--- config.mk ---
export PLATFORM = sky130hd
export DESIGN_NAME = fp_add_pipe
export DESIGN_NICKNAME = d
export VERILOG_FILES = /design/src/rtl/fp_add_pipe.sv
export SDC_FILE = /design/constraint.sdc
export NUM_CORES = 1
export LEC_CHECK = 0
export ABC_AREA = 1
export BUFFER_PORTS_ARGS = -buffer_cell sky130_fd_sc_hd__buf_4
export CAP_MARGIN = 5
export CORE_MARGIN = 2
export CORE_UTILIZATION = 49
export CTS_CLUSTER_SIZE = 14
export DETAILED_ROUTE_END_ITERATION = 6
export PLACE_DENSITY = 0.7
export SYNTH_ARGS = -nofsm -noshare
export SYNTH_HDL_FRONTEND = slang
export SYNTH_SLANG_ARGS = --single-unit
--- constraint.sdc ---
create_clock -name clk_i -period 3.6 [get_ports clk_i]
set_input_delay 0.18 -clock clk_i [delete_from_list [all_inputs] [get_ports clk_i]]
set_output_delay 0.18 -clock clk_i [all_outputs]
set_load 0.02 [all_outputs]
--- src/rtl/fp_add_pipe.sv ---
// fp_add_pipe -- three-stage pipelined floating-point adder.
//
// Operands and result are packed {sign, exp[EXP_W-1:0], mant[MANT_W-1:0]}.
// The stages are:
//   S1 unpack, classify specials, swap so the larger magnitude comes first,
//      align the smaller significand (guard/round/sticky kept)
//   S2 add/subtract magnitudes, leading-one detect
//   S3 normalise, round, detect under/overflow, pack
//
// Denormal inputs are treated as signed zero, and underflowing results
// flush to +0. NaN/Inf results set answer_status_o.
//
// Build option:
//   FP_ADD_PIPE_RNE_EN  defined   : round to nearest, ties to even
//                       undefined : truncate (round toward zero)
//
// Ports:
//   clk_i           clock; all state changes on the rising edge
//   rst_i           synchronous active-high reset
//   vld_i / rdy_o   input handshake; a_i and b_i are taken when both are high
//   a_i, b_i        operands
//   vld_o / rdy_i   output handshake; the result is taken when both are high
//   answer_o        sum
//   answer_status_o 0 = ordinary result, 1 = NaN or Inf
//
// Flow control: the whole pipe advances when rdy_i || !vld_o. Stage valids
// shift along with the data, so bubbles stay bubbles. Because of this,
// results can never be reordered, dropped or duplicated.
module fp_add_pipe #(
  parameter int EXP_W  = 8,
  parameter int MANT_W = 23
) (
  input  logic                      clk_i,
  input  logic                      rst_i,
  input  logic                      vld_i,
  output logic                      rdy_o,
  input  logic [EXP_W+MANT_W:0]     a_i,
  input  logic [EXP_W+MANT_W:0]     b_i,
  output logic                      vld_o,
  input  logic                      rdy_i,
  output logic [EXP_W+MANT_W:0]     answer_o,
  output logic                      answer_status_o
);

  localparam int W      = 1 + EXP_W + MANT_W;
  localparam int STAGES = 3;
  // significand: hidden bit, fraction, guard, round, sticky
  localparam int SIG_W  = MANT_W + 4;
  // one extra bit for the carry out of the add
  localparam int SUM_W  = SIG_W + 1;
  localparam int LZ_W   = $clog2(SUM_W + 1);
  // signed working exponent, wide enough for exp+1 and exp-SUM_W
  localparam int EXT_W  = ((EXP_W > LZ_W) ? EXP_W : LZ_W) + 2;

  localparam logic [EXP_W-1:0] EXP_ONES = '1;
  localparam logic [W-1:0]     QNAN     = {1'b0, EXP_ONES, 1'b1, {(MANT_W-1){1'b0}}};

  typedef struct packed {
    logic             sign;     // sign of the larger operand
    logic [EXP_W-1:0] exp;      // exponent of the larger operand
    logic [SIG_W-1:0] sig_l;
    logic [SIG_W-1:0] sig_s;    // already aligned to sig_l
    logic             sub;      // operand signs differ
    logic             zsign;    // sign of a zero sum (only -0 + -0 gives -0)
    logic             spec;     // NaN/Inf result, bypasses the datapath
    logic [W-1:0]     spec_val;
  } s1_t;

  typedef struct packed {
    logic             sign;
    logic [EXP_W-1:0] exp;
    logic [SUM_W-1:0] sum;
    logic [LZ_W-1:0]  lz;       // leading zeros of sum, SUM_W when sum is 0
    logic             zsign;
    logic             spec;
    logic [W-1:0]     spec_val;
  } s2_t;

  logic [STAGES:1] vld_pipe;
  logic            en;
  s1_t             s1_d, s1_q;
  s2_t             s2_d, s2_q;
  logic [W-1:0]    ans_d, ans_q;
  logic            stat_d, stat_q;

  assign en    = rdy_i | ~vld_pipe[STAGES];
  assign rdy_o = en;

  // ------------------------------------------------------------ S1
  logic                   sa, sb;
  logic [EXP_W-1:0]       ea, eb, ea_eff, eb_eff;
  logic [MANT_W-1:0]      ma, mb;
  logic                   a_zero, b_zero, a_nan, b_nan, a_inf, b_inf;
  logic [EXP_W+MANT_W-1:0] mag_a, mag_b;
  logic [SIG_W-1:0]       sig_a, sig_b, sig_l, sig_s_raw, sig_s_al;
  logic [EXP_W-1:0]       exp_l, exp_s, diff;
  logic                   a_big;

  assign {sa, ea, ma} = a_i;
  assign {sb, eb, mb} = b_i;

  assign a_zero = (ea == '0);
  assign b_zero = (eb == '0);
  assign a_nan  = (ea == EXP_ONES) && (ma != '0);
  assign b_nan  = (eb == EXP_ONES) && (mb != '0);
  assign a_inf  = (ea == EXP_ONES) && (ma == '0);
  assign b_inf  = (eb == EXP_ONES) && (mb == '0);

  // Denormals collapse to zero before the magnitude compare, so the
  // "larger" operand is always the one that survives alignment.
  assign ea_eff = a_zero ? '0 : ea;
  assign eb_eff = b_zero ? '0 : eb;
  assign mag_a  = a_zero ? '0 : {ea, ma};
  assign mag_b  = b_zero ? '0 : {eb, mb};
  assign sig_a  = a_zero ? '0 : {1'b1, ma, 3'b000};
  assign sig_b  = b_zero ? '0 : {1'b1, mb, 3'b000};

  assign a_big     = (mag_a >= mag_b);
  assign exp_l     = a_big ? ea_eff : eb_eff;
  assign exp_s     = a_big ? eb_eff : ea_eff;
  assign sig_l     = a_big ? sig_a  : sig_b;
  assign sig_s_raw = a_big ? sig_b  : sig_a;
  assign diff      = exp_l - exp_s;

  // Right shift with sticky. The sticky bit is needed in both rounding
  // modes: when subtracting, it keeps the difference off an exact LSB
  // boundary, so truncation still lands on the correct side.
  always_comb begin
    logic [SIG_W-1:0] shifted;
    logic             lost;
    shifted  = '0;
    lost     = 1'b0;
    sig_s_al = '0;
    if (int'(diff) >= SIG_W - 1) begin
      sig_s_al[0] = |sig_s_raw;
    end else begin
      shifted  = sig_s_raw >> diff;
      lost     = |(sig_s_raw & ~({SIG_W{1'b1}} << diff));
      sig_s_al = {shifted[SIG_W-1:1], shifted[0] | lost};
    end
  end

  always_comb begin
    s1_d       = '0;
    s1_d.sign  = a_big ? sa : sb;
    s1_d.exp   = exp_l;
    s1_d.sig_l = sig_l;
    s1_d.sig_s = sig_s_al;
    s1_d.sub   = sa ^ sb;
    s1_d.zsign = sa & sb;
    if (a_nan || b_nan) begin
      s1_d.spec     = 1'b1;
      s1_d.spec_val = QNAN;
    end else if (a_inf && b_inf) begin
      s1_d.spec     = 1'b1;
      s1_d.spec_val = (sa == sb) ? a_i : QNAN;
    end else if (a_inf) begin
      s1_d.spec     = 1'b1;
      s1_d.spec_val = a_i;
    end else if (b_inf) begin
      s1_d.spec     = 1'b1;
      s1_d.spec_val = b_i;
    end
  end

  // ------------------------------------------------------------ S2
  logic [SUM_W-1:0] sum;
  logic [LZ_W-1:0]  lz;

  // sig_l >= sig_s always, so the subtraction never goes negative.
  assign sum = s1_q.sub ? ({1'b0, s1_q.sig_l} - {1'b0, s1_q.sig_s})
                        : ({1'b0, s1_q.sig_l} + {1'b0, s1_q.sig_s});

  always_comb begin
    lz = LZ_W'(SUM_W);
    for (int i = 0; i < SUM_W; i++)
      if (sum[i]) lz = LZ_W'(SUM_W - 1 - i);
  end

  always_comb begin
    s2_d          = '0;
    s2_d.sign     = s1_q.sign;
    s2_d.exp      = s1_q.exp;
    s2_d.sum      = sum;
    s2_d.lz       = lz;
    s2_d.zsign    = s1_q.zsign;
    s2_d.spec     = s1_q.spec;
    s2_d.spec_val = s1_q.spec_val;
  end

  // ------------------------------------------------------------ S3
  // Shifting by lz puts the leading one at the top bit. This covers the
  // carry case too (lz=0). The exponent therefore moves by 1-lz.
  logic [SUM_W-1:0]  norm;
  logic [MANT_W-1:0] mant, mant_r;
  logic [EXT_W-1:0]  exp_n, exp_r;
  logic              unused_bits;

  assign norm  = s2_q.sum << s2_q.lz;
  assign mant  = norm[SUM_W-2 -: MANT_W];
  assign exp_n = EXT_W'(s2_q.exp) + EXT_W'(1) - EXT_W'(s2_q.lz);

`ifdef FP_ADD_PIPE_RNE_EN
  logic g_bit, r_bit, s_bit, rnd_up, rnd_cy;
  assign g_bit  = norm[3];
  assign r_bit  = norm[2];
  assign s_bit  = |norm[1:0];
  assign rnd_up = g_bit & (r_bit | s_bit | mant[0]);
  // A carry out of the fraction leaves mant_r at zero, which is the
  // correct 1.0 x 2^(exp+1).
  assign {rnd_cy, mant_r} = {1'b0, mant} + {{MANT_W{1'b0}}, rnd_up};
  assign exp_r  = exp_n + EXT_W'(rnd_cy);
  assign unused_bits = norm[SUM_W-1];
`else
  assign mant_r = mant;
  assign exp_r  = exp_n;
  assign unused_bits = ^{norm[SUM_W-1], norm[3:0]};
`endif

  always_comb begin
    ans_d  = '0;
    stat_d = 1'b0;
    if (s2_q.spec) begin
      ans_d  = s2_q.spec_val;
      stat_d = 1'b1;
    end else if (s2_q.sum == '0) begin
      ans_d = {s2_q.zsign, {(W-1){1'b0}}};
    end else if (exp_n[EXT_W-1] || (exp_n == '0)) begin
      ans_d = '0;  // underflow flushes to +0
    end else if (exp_r >= EXT_W'(EXP_ONES)) begin
      ans_d  = {s2_q.sign, EXP_ONES, {MANT_W{1'b0}}};
      stat_d = 1'b1;
    end else begin
      ans_d = {s2_q.sign, exp_r[EXP_W-1:0], mant_r};
    end
  end

  // ------------------------------------------------------------ registers
  // Data registers load only for valid entries. This keeps answer_o at
  // zero after reset until the first real result arrives.
  always_ff @(posedge clk_i) begin
    if (rst_i) begin
      vld_pipe <= '0;
      s1_q     <= '0;
      s2_q     <= '0;
      ans_q    <= '0;
      stat_q   <= 1'b0;
    end else if (en) begin
      vld_pipe <= {vld_pipe[STAGES-1:1], vld_i};
      if (vld_i)       s1_q <= s1_d;
      if (vld_pipe[1]) s2_q <= s2_d;
      if (vld_pipe[2]) begin
        ans_q  <= ans_d;
        stat_q <= stat_d;
      end
    end
  end

  assign vld_o           = vld_pipe[STAGES];
  assign answer_o        = ans_q;
  assign answer_status_o = stat_q;

endmodule

## Yosys cells after proc, flatten, opt, wreduce, memory -nomap -nowiden

Index checks and enable logic that the tools add are counted.

- Add/sub/neg operators: 5
- $lt $le $gt $ge: 3
- Equal/unequal tests: 3
- Shifts and indexed selects: 3
- Mux-type cells: 55
- Bitwise operators: 7
- Reduce and logical (&&, ||, !) cells: 20

Operators with widths:

| kind | count |
|---|---|
| $mux 5 | 27 |
| $mux 33 | 4 |
| $mux 32 | 4 |
| $mux 27 | 4 |
| $mux 31 | 3 |
| $reduce_or 27->1 | 2 |
| $logic_not 23->1 | 2 |
| $reduce_bool 23->1 | 2 |
| $mux 8 | 4 |
| $ge 31x31->1 | 1 |
| $add 27x27->28 | 1 |
| $logic_not 28->1 | 1 |
| $mux 28 | 1 |
| $shl 28x5->27 | 1 |
| $sub 27x27->28 | 1 |
| $and 27x27->27 | 1 |
| $not 27->27 | 1 |
| $shl 27x8->27 const A | 1 |
| $shr 27x8->27 | 1 |
| $mux 26 | 1 |
| $eq 8x8->1 const B | 2 |
| $logic_not 8->1 | 2 |
| $ge 10x8->1 const B | 1 |
| $logic_not 10->1 | 1 |
| other kinds (14) | 27 |

- Flip-flop bits (word level): 210
- Input port bits: 68
- Output and inout port bits: 35
- Logic and storage cells: 114

## Logic depth before layout (Yosys ltp)

Gate-level depths: netlist (run 1).

- Depth in word-level cells: 30
- Gate-level depth with buffers: 39
- Mapped depth without buffers: 38

## Worst setup path after synthesis (run 1)

Ideal clock, no wire load.

- Kind: in2reg
- Start: input a_i[29]
- End: register s1_q[35] (netlist name)
- Library setup time: 0.132 ns
- Arrival: 3.820 ns
- Data required time: 3.468 ns
- Path slack: -0.352 ns
- Stages: 30
- Path buffers: 1
- Cell sequence: inv_1 > nand4_1 > nor2_1 > clkbuf_1 > inv_1 > nand2_1 > inv_1 > ha_1 > a21o_1 > nor2_1 > a21oi_2 > nor2_4 > nand2_4 > nand2_2 > nand3_2 > ha_1 > inv_1 > nand2_2 > nand2_1 > nand4_1 > nand2_4 > nand4_2 > o21ai_0 > nand2_1 > o21bai_1 > nand3_1 > nor2_1 > nand3_1 > nand2_1 > a21oi_1

- Word-level cells in the longest chain between the ends: 11
- Elaborated cells between the ends (all ways): 18
- Classes of those cells: add/sub (1); order compare (2); shift (2); mux (7); bitwise (3); reduce/logical (3)

RTL lines:

| what | RTL line | source |
|---|---|---|
| start: declaration | 37 | `input logic [EXP_W+MANT_W:0] a_i,` |
| $logic_not 8->1 | 102 | `assign a_zero = (ea == '0);` |
| $mux 31 | 113 | `assign mag_a = a_zero ? '0 : {ea, ma};` |
| $ge 31x31->1 | 118 | `assign a_big = (mag_a >= mag_b);` |
| $mux 8 (on tied branches) | 119, 120 |  |
| $sub 8x8->8 | 123 | `assign diff = exp_l - exp_s;` |
| $shl 27x8->27 | 138 | `lost = \|(sig_s_raw & ~({SIG_W{1'b1}} << diff));` |
| $not 27->27 | 138 |  |
| $and 27x27->27 | 138 |  |
| $reduce_or 27->1 | 138 |  |
| $or 1x1->1 | 139 | `sig_s_al = {shifted[SIG_W-1:1], shifted[0] \| lost};` |
| $mux 1 * | 134 | `if (int'(diff) >= SIG_W - 1) begin` |
| end signal: assignment | 244 | `s1_q <= '0;` |
| end signal: assignment | 250 | `if (vld_i) s1_q <= s1_d;` |
| end: declaration | 81 | `s1_t s1_d, s1_q;` |

Every way passes the cells marked *; elsewhere a longest branch is shown, timed or not.
A chain may end at the register's enable or synchronous reset.

## Worst setup path in the final report (run 1)

- Start: register s1_q[36] (netlist name)
- End: register s2_q[34] (netlist name)

- Word-level cells in the longest chain between the ends: 29
- Elaborated cells between the ends (all ways): 30
- Classes of those cells: add/sub (2); mux (28)

RTL lines:

| what | RTL line | source |
|---|---|---|
| $add 27x27->28 or $sub 27x27->28 (tied branches) | 172, 171 |  |
| $mux 28 * | 171 | `assign sum = s1_q.sub ? ({1'b0, s1_q.sig_l} - {1'b0, s1_q.sig_s})` |
| $mux 5 (26 in series) | 177 | `if (sum[i]) lz = LZ_W'(SUM_W - 1 - i);` |
| $mux 5 * | 177 |  |
| end signal: assignment | 245 | `s2_q <= '0;` |
| end signal: assignment | 251 | `if (vld_pipe[1]) s2_q <= s2_d;` |
| end: declaration | 82 | `s2_t s2_d, s2_q;` |

Marks and branches as above.

==> metrics.md, run 1 <==
| Metric | Value |
|---|---|
| Total wire length | `60,900 um` |
| Status | `finished with violations` |
| Critical path origin | `s1_q[36]` |
| Number of CTS-inserted buffers | `25` |
| Clock skew | `10.1 ps` |
| Ant diodes | `0` |
| Critical path's slowest cell | `dfxtp_2` |
| CTS root buf | `clkbuf_16` |
| Fin. max-slew vios | `0` |
| Post-synthesis sequential area ratio | `0.275` |
| Wirelength per Cell | `18.4 um` |
| CTS tree | `built` |
| # DRC | `0` |
| Largest net degree at the start of global routing | `87` |
| Leakage power | `10.8 nW` |
| Global-route wire length before repair | `90,900 um` |
| Worst-path clk slew | `60 ps` |
| Clock sinks | `207` |
| RD Place Congestion | `0.991` |
| Number of flops mapped to enable cells by yosys | `0` |
| Crit-path cells | `buf_6, inv_4, ha_4, nand2_4, nor3_4, nor3b_4, nand2_2, nor3_4, nand4_1, buf_4, buf_4, o21ai_1, xor2_1, ha_1, a21oi_2, o21ai_1, a21oi_1, o21ai_1, xor2_1, nand2_1, buf_4, inv_1, nand2_1, a21oi_1` |
| Depth of the worst hold-timing path | `4` |
| Yosys warnings | `0` |
| # IOs | `103` |
| CP max FO | `4` |
| Max incr delay on CP | `340 ps` |
| Inst Count DP | `3,140` |
| Initial DRC count | `1,455` |
| Non-Filler Instances | `3,305` |
| R2r startpoint | `s1_q[36]` |
| Total gr overflow | `0` |
| Setup CP Type | `reg2reg` |
| Worst Hold Endpoint | `s1_q[90]` |
| WP data arrival | `4670 ps` |
| Worst-margin pin slew | `1080 ps` |
| Failing checks | `negative setup slack` |
| VDD IR-drop max | `0.401 mV` |
| Worst skew pair latency | `550 ps` |
| Post-synth top area share | `0.275` |
| Tightest hold margin | `33.5 ps` |
| RSZ-0062 raised after global routing | `yes` |
| Setup TNS | `-9600 ps` |
| Critical Path Source Type | `flop` |
| Worst path required time | `4070 ps` |
| Syn nets | `2,563` |
| Fmax | `238 MHz` |
| H-tree Lvls | `1` |
| Internal power | `6.61 mW` |
| Vias in the first global route | `17.5k` |
| Core Area | `30,400 um2` |
| Syn Inst Count | `2,420` |
| Syn_area_per_cell | `6.23 um2` |
| Starting density of the core | `0.495` |
| Worst R2R Setup Slack | `-600 ps` |
| Reg-to-reg endpoint | `s2_q[34]` |
| Die width | `179 um` |
| Port Buffers | `102` |
| Final number of setup-violating endpoints | `39` |
| Final min period | `4200 ps` |
| Max cap viols | `0` |
| Switching Share | `0.410` |
| Via/cell ratio | `5.59` |
| Fin nets | `3,034` |
| Cell area after placement | `18,700 um2` |
| # rows | `64` |
| Seq pwr share | `0.228` |
| Final ANT Viol Nets | `0` |
| Synth async-reset ratio | `0` |
| Final critical-path share of the clock period | `1.17` |
| Antenna violations before repair | `0` |
| Relative slew margins | `0.277` |
| CP Capture Type | `flop` |
| Synth area leaders | `dfxtp_1 27%, nand2_1 13%, a21oi_1 9.0%` |
| Post-synth top area cell | `dfxtp_1` |
| Post-route cell area | `22,600 um2` |
| Final Hold Viols | `0` |
| Min-delay worst type | `in2reg` |
| Hold_sp | `b_i[24]` |
| Gr usage total | `0.348` |
| Area grow syn2layout | `50.1%` |
| Dpl hpwl | `42,300 um` |
| TritonRoute pass-1 iters | `5` |
| Fraction of layout cells with a size suffix above 1 | `0.363` |
| R2r worst-path depth | `24` |
| FF+latch count, synth | `207` |
| Sw Pwr | `4.61 mW` |
| Synthesized area | `15,100 um2` |
| Clock power share | `0.232` |
| Distinct cells, synth | `60` |
| Crit path setup slack, layout | `-599 ps` |
| Die area | `32,200 um2` |
| Clock Path Buffers | `3` |
| Pwr dens | `496 nW/um2` |
| Vias | `18.5k` |
| Synth Flop Type | `dfxtp_1` |
| Comb pwr share | `0.540` |
| Die H | `179 um` |
-- synthesized netlist by cell type, types with 9 or more instances --
cell type,count
a211oi_1,9
nand4_1,30
o21ai_0,261
a31oi_1,13
xnor2_1,15
nand3_1,126
buf_1,13
o211ai_1,18
inv_1,311
nor3_1,37
nor4_1,20
nand2_2,15
clkbuf_1,111
a21oi_1,270
nor2_1,183
mux2i_1,23
xor2_1,39
o21ai_1,12
dfxtp_1,207
ha_1,74
nand2_1,542
-- worst max-delay path: cells and delay by family (launching register included) --
kind	cells	cell delay, ps
compound gates	6	890
xor+xnor	2	420
fa+ha+maj	2	450
buf+inv	6	800
flops	1	340
simple gates	8	1240
-- how the worst max path moves through the flow --
stage	endpoint	slack, ps	cells past startpoint
after floorplan	s1_q[35]	-60	37
after global placement	s1_q[35]	-800	36
after detailed placement	s1_q[38]	-760	34
after CTS	s2_q[36]	-360	22
after global routing	s2_q[37]	-830	22
final	s2_q[34]	-600	24
-- logic make-up (layout without fill, tap and decap cells) --
kind of cell / after synthesis / after routing / share of synthesized area
AOI/OAI and AO/OA: 624 / 624 / 0.222
xor gates and xnor gates: 54 / 54 / 0.0314
adders and majority gates: 75 / 75 / 0.0627
buffers and inverters: 454 / 941 / 0.114
DFF: 207 / 207 / 0.275
muxes: 23 / 23 / 0.0153
and+or+nand+nor: 983 / 985 / 0.280
-- power by group through the flow --
stage | sequential (mW) | clock [mW] | combinational, mW
2_1_floorplan | 2.57 | 0 | 2.72
3_3_place_gp | 2.59 | 0 | 4.58
3_5_place_dp | 2.59 | 0 | 4.62
4_1_cts | 2.55 | 2.62 | 5.17
5_1_grt | 2.57 | 2.72 | 6.54
6_report | 2.56 | 2.60 | 6.06
-- cell usage in the layout, fill, tap and decap left out, types with 45 or more instances in the layout --
master and count:
inv_1 264, nand3_1 74, nand2_2 98, buf_4 514, inv_2 45, nand3_2 49, a21oi_1 240, nand2_1 428
nor2_1 125, ha_1 49, dfxtp_1 204, o21ai_0 227
-- sequential cells by signal, indices dropped and copies added (netlist names) --
name	cells
vld_pipe	3
answer_status_o	1
answer_o	32
s1_q	95
s2_q	76
-- through the flow --
| stage | total power [mW] | setup slack [ps] | util |
|---|---|---|---|
| after global routing | 11.8 | -834 | 0.744 |
| after detailed placement | 7.22 | -761 | 0.614 |
| after floorplan | 5.29 | -56.3 | - |
| after global placement | 7.18 | -797 | 0.614 |
| final | 11.2 | -599 | 0.744 |
| after CTS | 10.3 | -356 | 0.698 |
-- cell type report --
cell class                 count  area, um2
tap                          396        495
sequential                   207       4150
multi-input combinational   1761      11100
fill                        2370       7800
clock buffer                  31        708
inverter                     321       1260
clock inverter                14        151
timing repair buffer         575       4720
-- timing repair --
| action | in CTS | in global routing |
|---|---|---|
| hold buffers | 4 | 0 |
| pin swaps | 100 | 168 |
| endpoints found under the hold margin | 5 | 0 |
| gates resized for setup | 247 | 279 |
| setup endpoints to repair | 40 | 58 |
| cloned | 6 | 1 |
| buffers inserted | 80 | 37 |
-- layer usage --
| metal | track usage | wire length [um] |
|---|---|---|
| met5 | 0 | 0 |
| met1 | 0.411 | 23900 |
| met2 | 0.618 | 29600 |
| met4 | 0.156 | 3250 |
| met3 | 0.0569 | 4210 |
No activity file was read; power rests on OpenSTA's default activity.
==> run 2: changes to the inputs <==
--- a/config.mk
+++ b/config.mk
@@ -12,7 +12,7 @@
 export CORE_UTILIZATION = 49
 export CTS_CLUSTER_SIZE = 14
 export DETAILED_ROUTE_END_ITERATION = 6
-export PLACE_DENSITY = 0.7
+export PLACE_DENSITY = 0.68
 export SYNTH_ARGS = -nofsm -noshare
 export SYNTH_HDL_FRONTEND = slang
 export SYNTH_SLANG_ARGS = --single-unit
==> constraint.sdc (replaced) <==
create_clock -name clk_i -period 5.3 [get_ports clk_i]
set_input_delay 0.265 -clock clk_i [delete_from_list [all_inputs] [get_ports clk_i]]
set_output_delay 0.265 -clock clk_i [all_outputs]
set_load 0.02 [all_outputs]
==> metrics.md, run 2 (synthesis results as in run 1) <==
| Metric | Value |
|---|---|
| Fin. max-slew vios | `0 (unchanged)` |
| Fraction of layout cells with a size suffix above 1 | `0.0968 (-0.266)` |
| TritonRoute pass-1 iters | `5 (unchanged)` |
| Global-route wire length before repair | `80,800 um (-11%)` |
| Max cap viols | `0 (unchanged)` |
| Final number of setup-violating endpoints | `0 (-100%)` |
| Max FFs per register | `95 (unchanged)` |
| Worst R2R Setup Slack | `710 ps (+1310 ps)` |
| Critical Path Source Type | `primary input` |
| Total wire length | `50,900 um (-16%)` |
| Worst-margin pin slew | `1110 ps (+27.0 ps)` |
| Wirelength per Cell | `17.8 um (-3.6%)` |
| Area grow syn2layout | `12.2%` |
| Clock skew | `13.9 ps (+3.83 ps)` |
| Gr usage total | `0.306 (-0.0418)` |
| Initial DRC count | `1,255 (-14%)` |
| Die area | `32,200 um2 (unchanged)` |
| CP most frequent cell | `nand2_1` |
| Most common cell after layout, fill and taps aside | `nand2_1` |
| Buf/Inv on CP | `8 (+2)` |
| Layout fillers | `3,101 (+31%)` |
| CTS root buf | `clkbuf_16` |
| Tot Pwr | `5.89 mW (-48%)` |
| Largest Register | `s1_q` |
| Hold buffers post-CTS | `0 (-4)` |
| Fin nets | `2,598 (-14%)` |
| Starting density of the core | `0.495 (unchanged)` |
| Post-CTS Setup Repair Bufs | `0 (-100%)` |
| CP Capture Type | `flop` |
| Setup CP Type | `in2reg` |
| # IOs | `103 (unchanged)` |
| # DRC | `0 (unchanged)` |
| WP data arrival | `5140 ps (+470 ps)` |
| Vias in the first global route | `15.2k (-13%)` |
| Worst skew pair latency | `530 ps (-20 ps)` |
| Register area | `4140 um2 (about the same)` |
| Crit-path leading delay family | `simple AND/OR/NAND/NOR gates` |
| Ant diodes | `0 (unchanged)` |
| Port Buffers | `102 (unchanged)` |
| H-tree Lvls | `1 (unchanged)` |
| Total gr overflow | `0 (unchanged)` |
| Final critical-path share of the clock period | `0.885` |
| Max incr delay on CP | `310 ps (-30 ps)` |
| Largest net degree at the start of global routing | `69 (-21%)` |
| Leakage power | `8.14 nW (-25%)` |
| Final min period | `4690 ps` |
| Pwr dens | `348 nW/um2 (-30%)` |
| Clock Path Buffers | `3 (unchanged)` |
| Status | `completed` |
| Number of CTS-inserted buffers | `24 (-4.0%)` |
| Fmax | `213 MHz` |
| Setup TNS | `0 ps (+9600 ps)` |
| Core Area | `30,400 um2 (unchanged)` |
| Most frequent cells in the layout | `540 x nand2_1, 308 x inv_1, 270 x a21oi_1` |
| Worst-path clk slew | `60 ps (about the same)` |
| Min-delay worst type | `in2reg` |
| Multi-input logic area | `9230 um2 (-17%)` |
| RSZ-0062 raised after global routing | `no` |
| Final ANT Viol Nets | `0 (unchanged)` |
| Clock sinks | `207 (unchanged)` |
| Relative slew margins | `0.259 (-0.0180)` |
| Vias | `16.1k (-13%)` |
| Worst path required time | `5750 ps (+1680 ps)` |
| Dpl hpwl | `39,000 um (-7.6%)` |
| CTS tree | `built` |
| RD Place Congestion | `0.966 (-2.5%)` |
| Via/cell ratio | `5.62 (+0.46%)` |
| CP max FO | `23 (+19)` |
| Die width | `179 um (unchanged)` |
| VDD IR-drop max | `0.270 mV (-33%)` |
| Antenna violations before repair | `1 (+1)` |
| Critical path's slowest cell | `inv_2` |
| Die H | `179 um (unchanged)` |
| # rows | `64 (unchanged)` |
| Final Hold Viols | `0 (unchanged)` |
-- run 2: final timing paths --
kind	to	cells past startpoint	startpoint
min reg2reg	s1_q[4]	2	s1_q[4]
max	s1_q[52]	32	b_i[24]
max reg2reg	s2_q[34]	31	s1_q[35]
min	vld_pipe[2]	4	rdy_i
-- run 2: layout make-up --
type	count	share of cell area
Sequential cell	207	0.245
Tap cell	396	0.0293
Inverter	321	0.0712
Clock inverter	9	0.00518
Timing Repair Buffer	142	0.0637
Multi-Input combinational cell	1759	0.545
Clock buffer	32	0.0402
-- run 2: worst reg2reg max path: cells and delay by family (launching register included) --
family | cells | cell delay [ps]
xor+xnor | 2 | 460
fa+ha+maj | 2 | 610
simple gates | 17 | 1490
compound gates | 6 | 1070
flops | 1 | 530
buf+inv | 4 | 330
-- run 2: power breakdown --
group | switching [mW] | total [mW] | internal (mW)
registers | 0.0836 | 1.74 | 1.65
clock network | 0.656 | 1.60 | 0.948
logic | 1.72 | 2.55 | 0.831
total | 2.46 | 5.89 | 3.43
-- run 2: through the flow --
stage	setup WS [ps]	util	cells	hold WS (ps)	cell area, um2
after floorplan	1260	-	2420	417	15100
after global placement	161	0.531	2825	431	16100
after detailed placement	155	0.531	2825	436	16100
after CTS	628	0.556	2866	29.3	16900
after global routing	28.4	0.556	2866	53.4	16900
final	609	0.556	2866	48.2	16900
-- run 2: what timing repair did --
item,in CTS,in global routing
setup endpoints to repair,0,2
endpoints found under the hold margin,0,0
resized for setup,0,1
-- run 2: routing by layer --
| layer | wire (um) | vias up | part of all wire | track usage |
|---|---|---|---|---|
| met2 | 24300 | 580 | 0.48 | 0.531 |
| met1 | 21500 | 7364 | 0.42 | 0.385 |
| li1 | - | 8038 | - | - |
| met3 | 2870 | 125 | 0.056 | 0.0292 |
| met5 | 0 | - | 0 | 0 |
| met4 | 2300 | 0 | 0.045 | 0.139 |
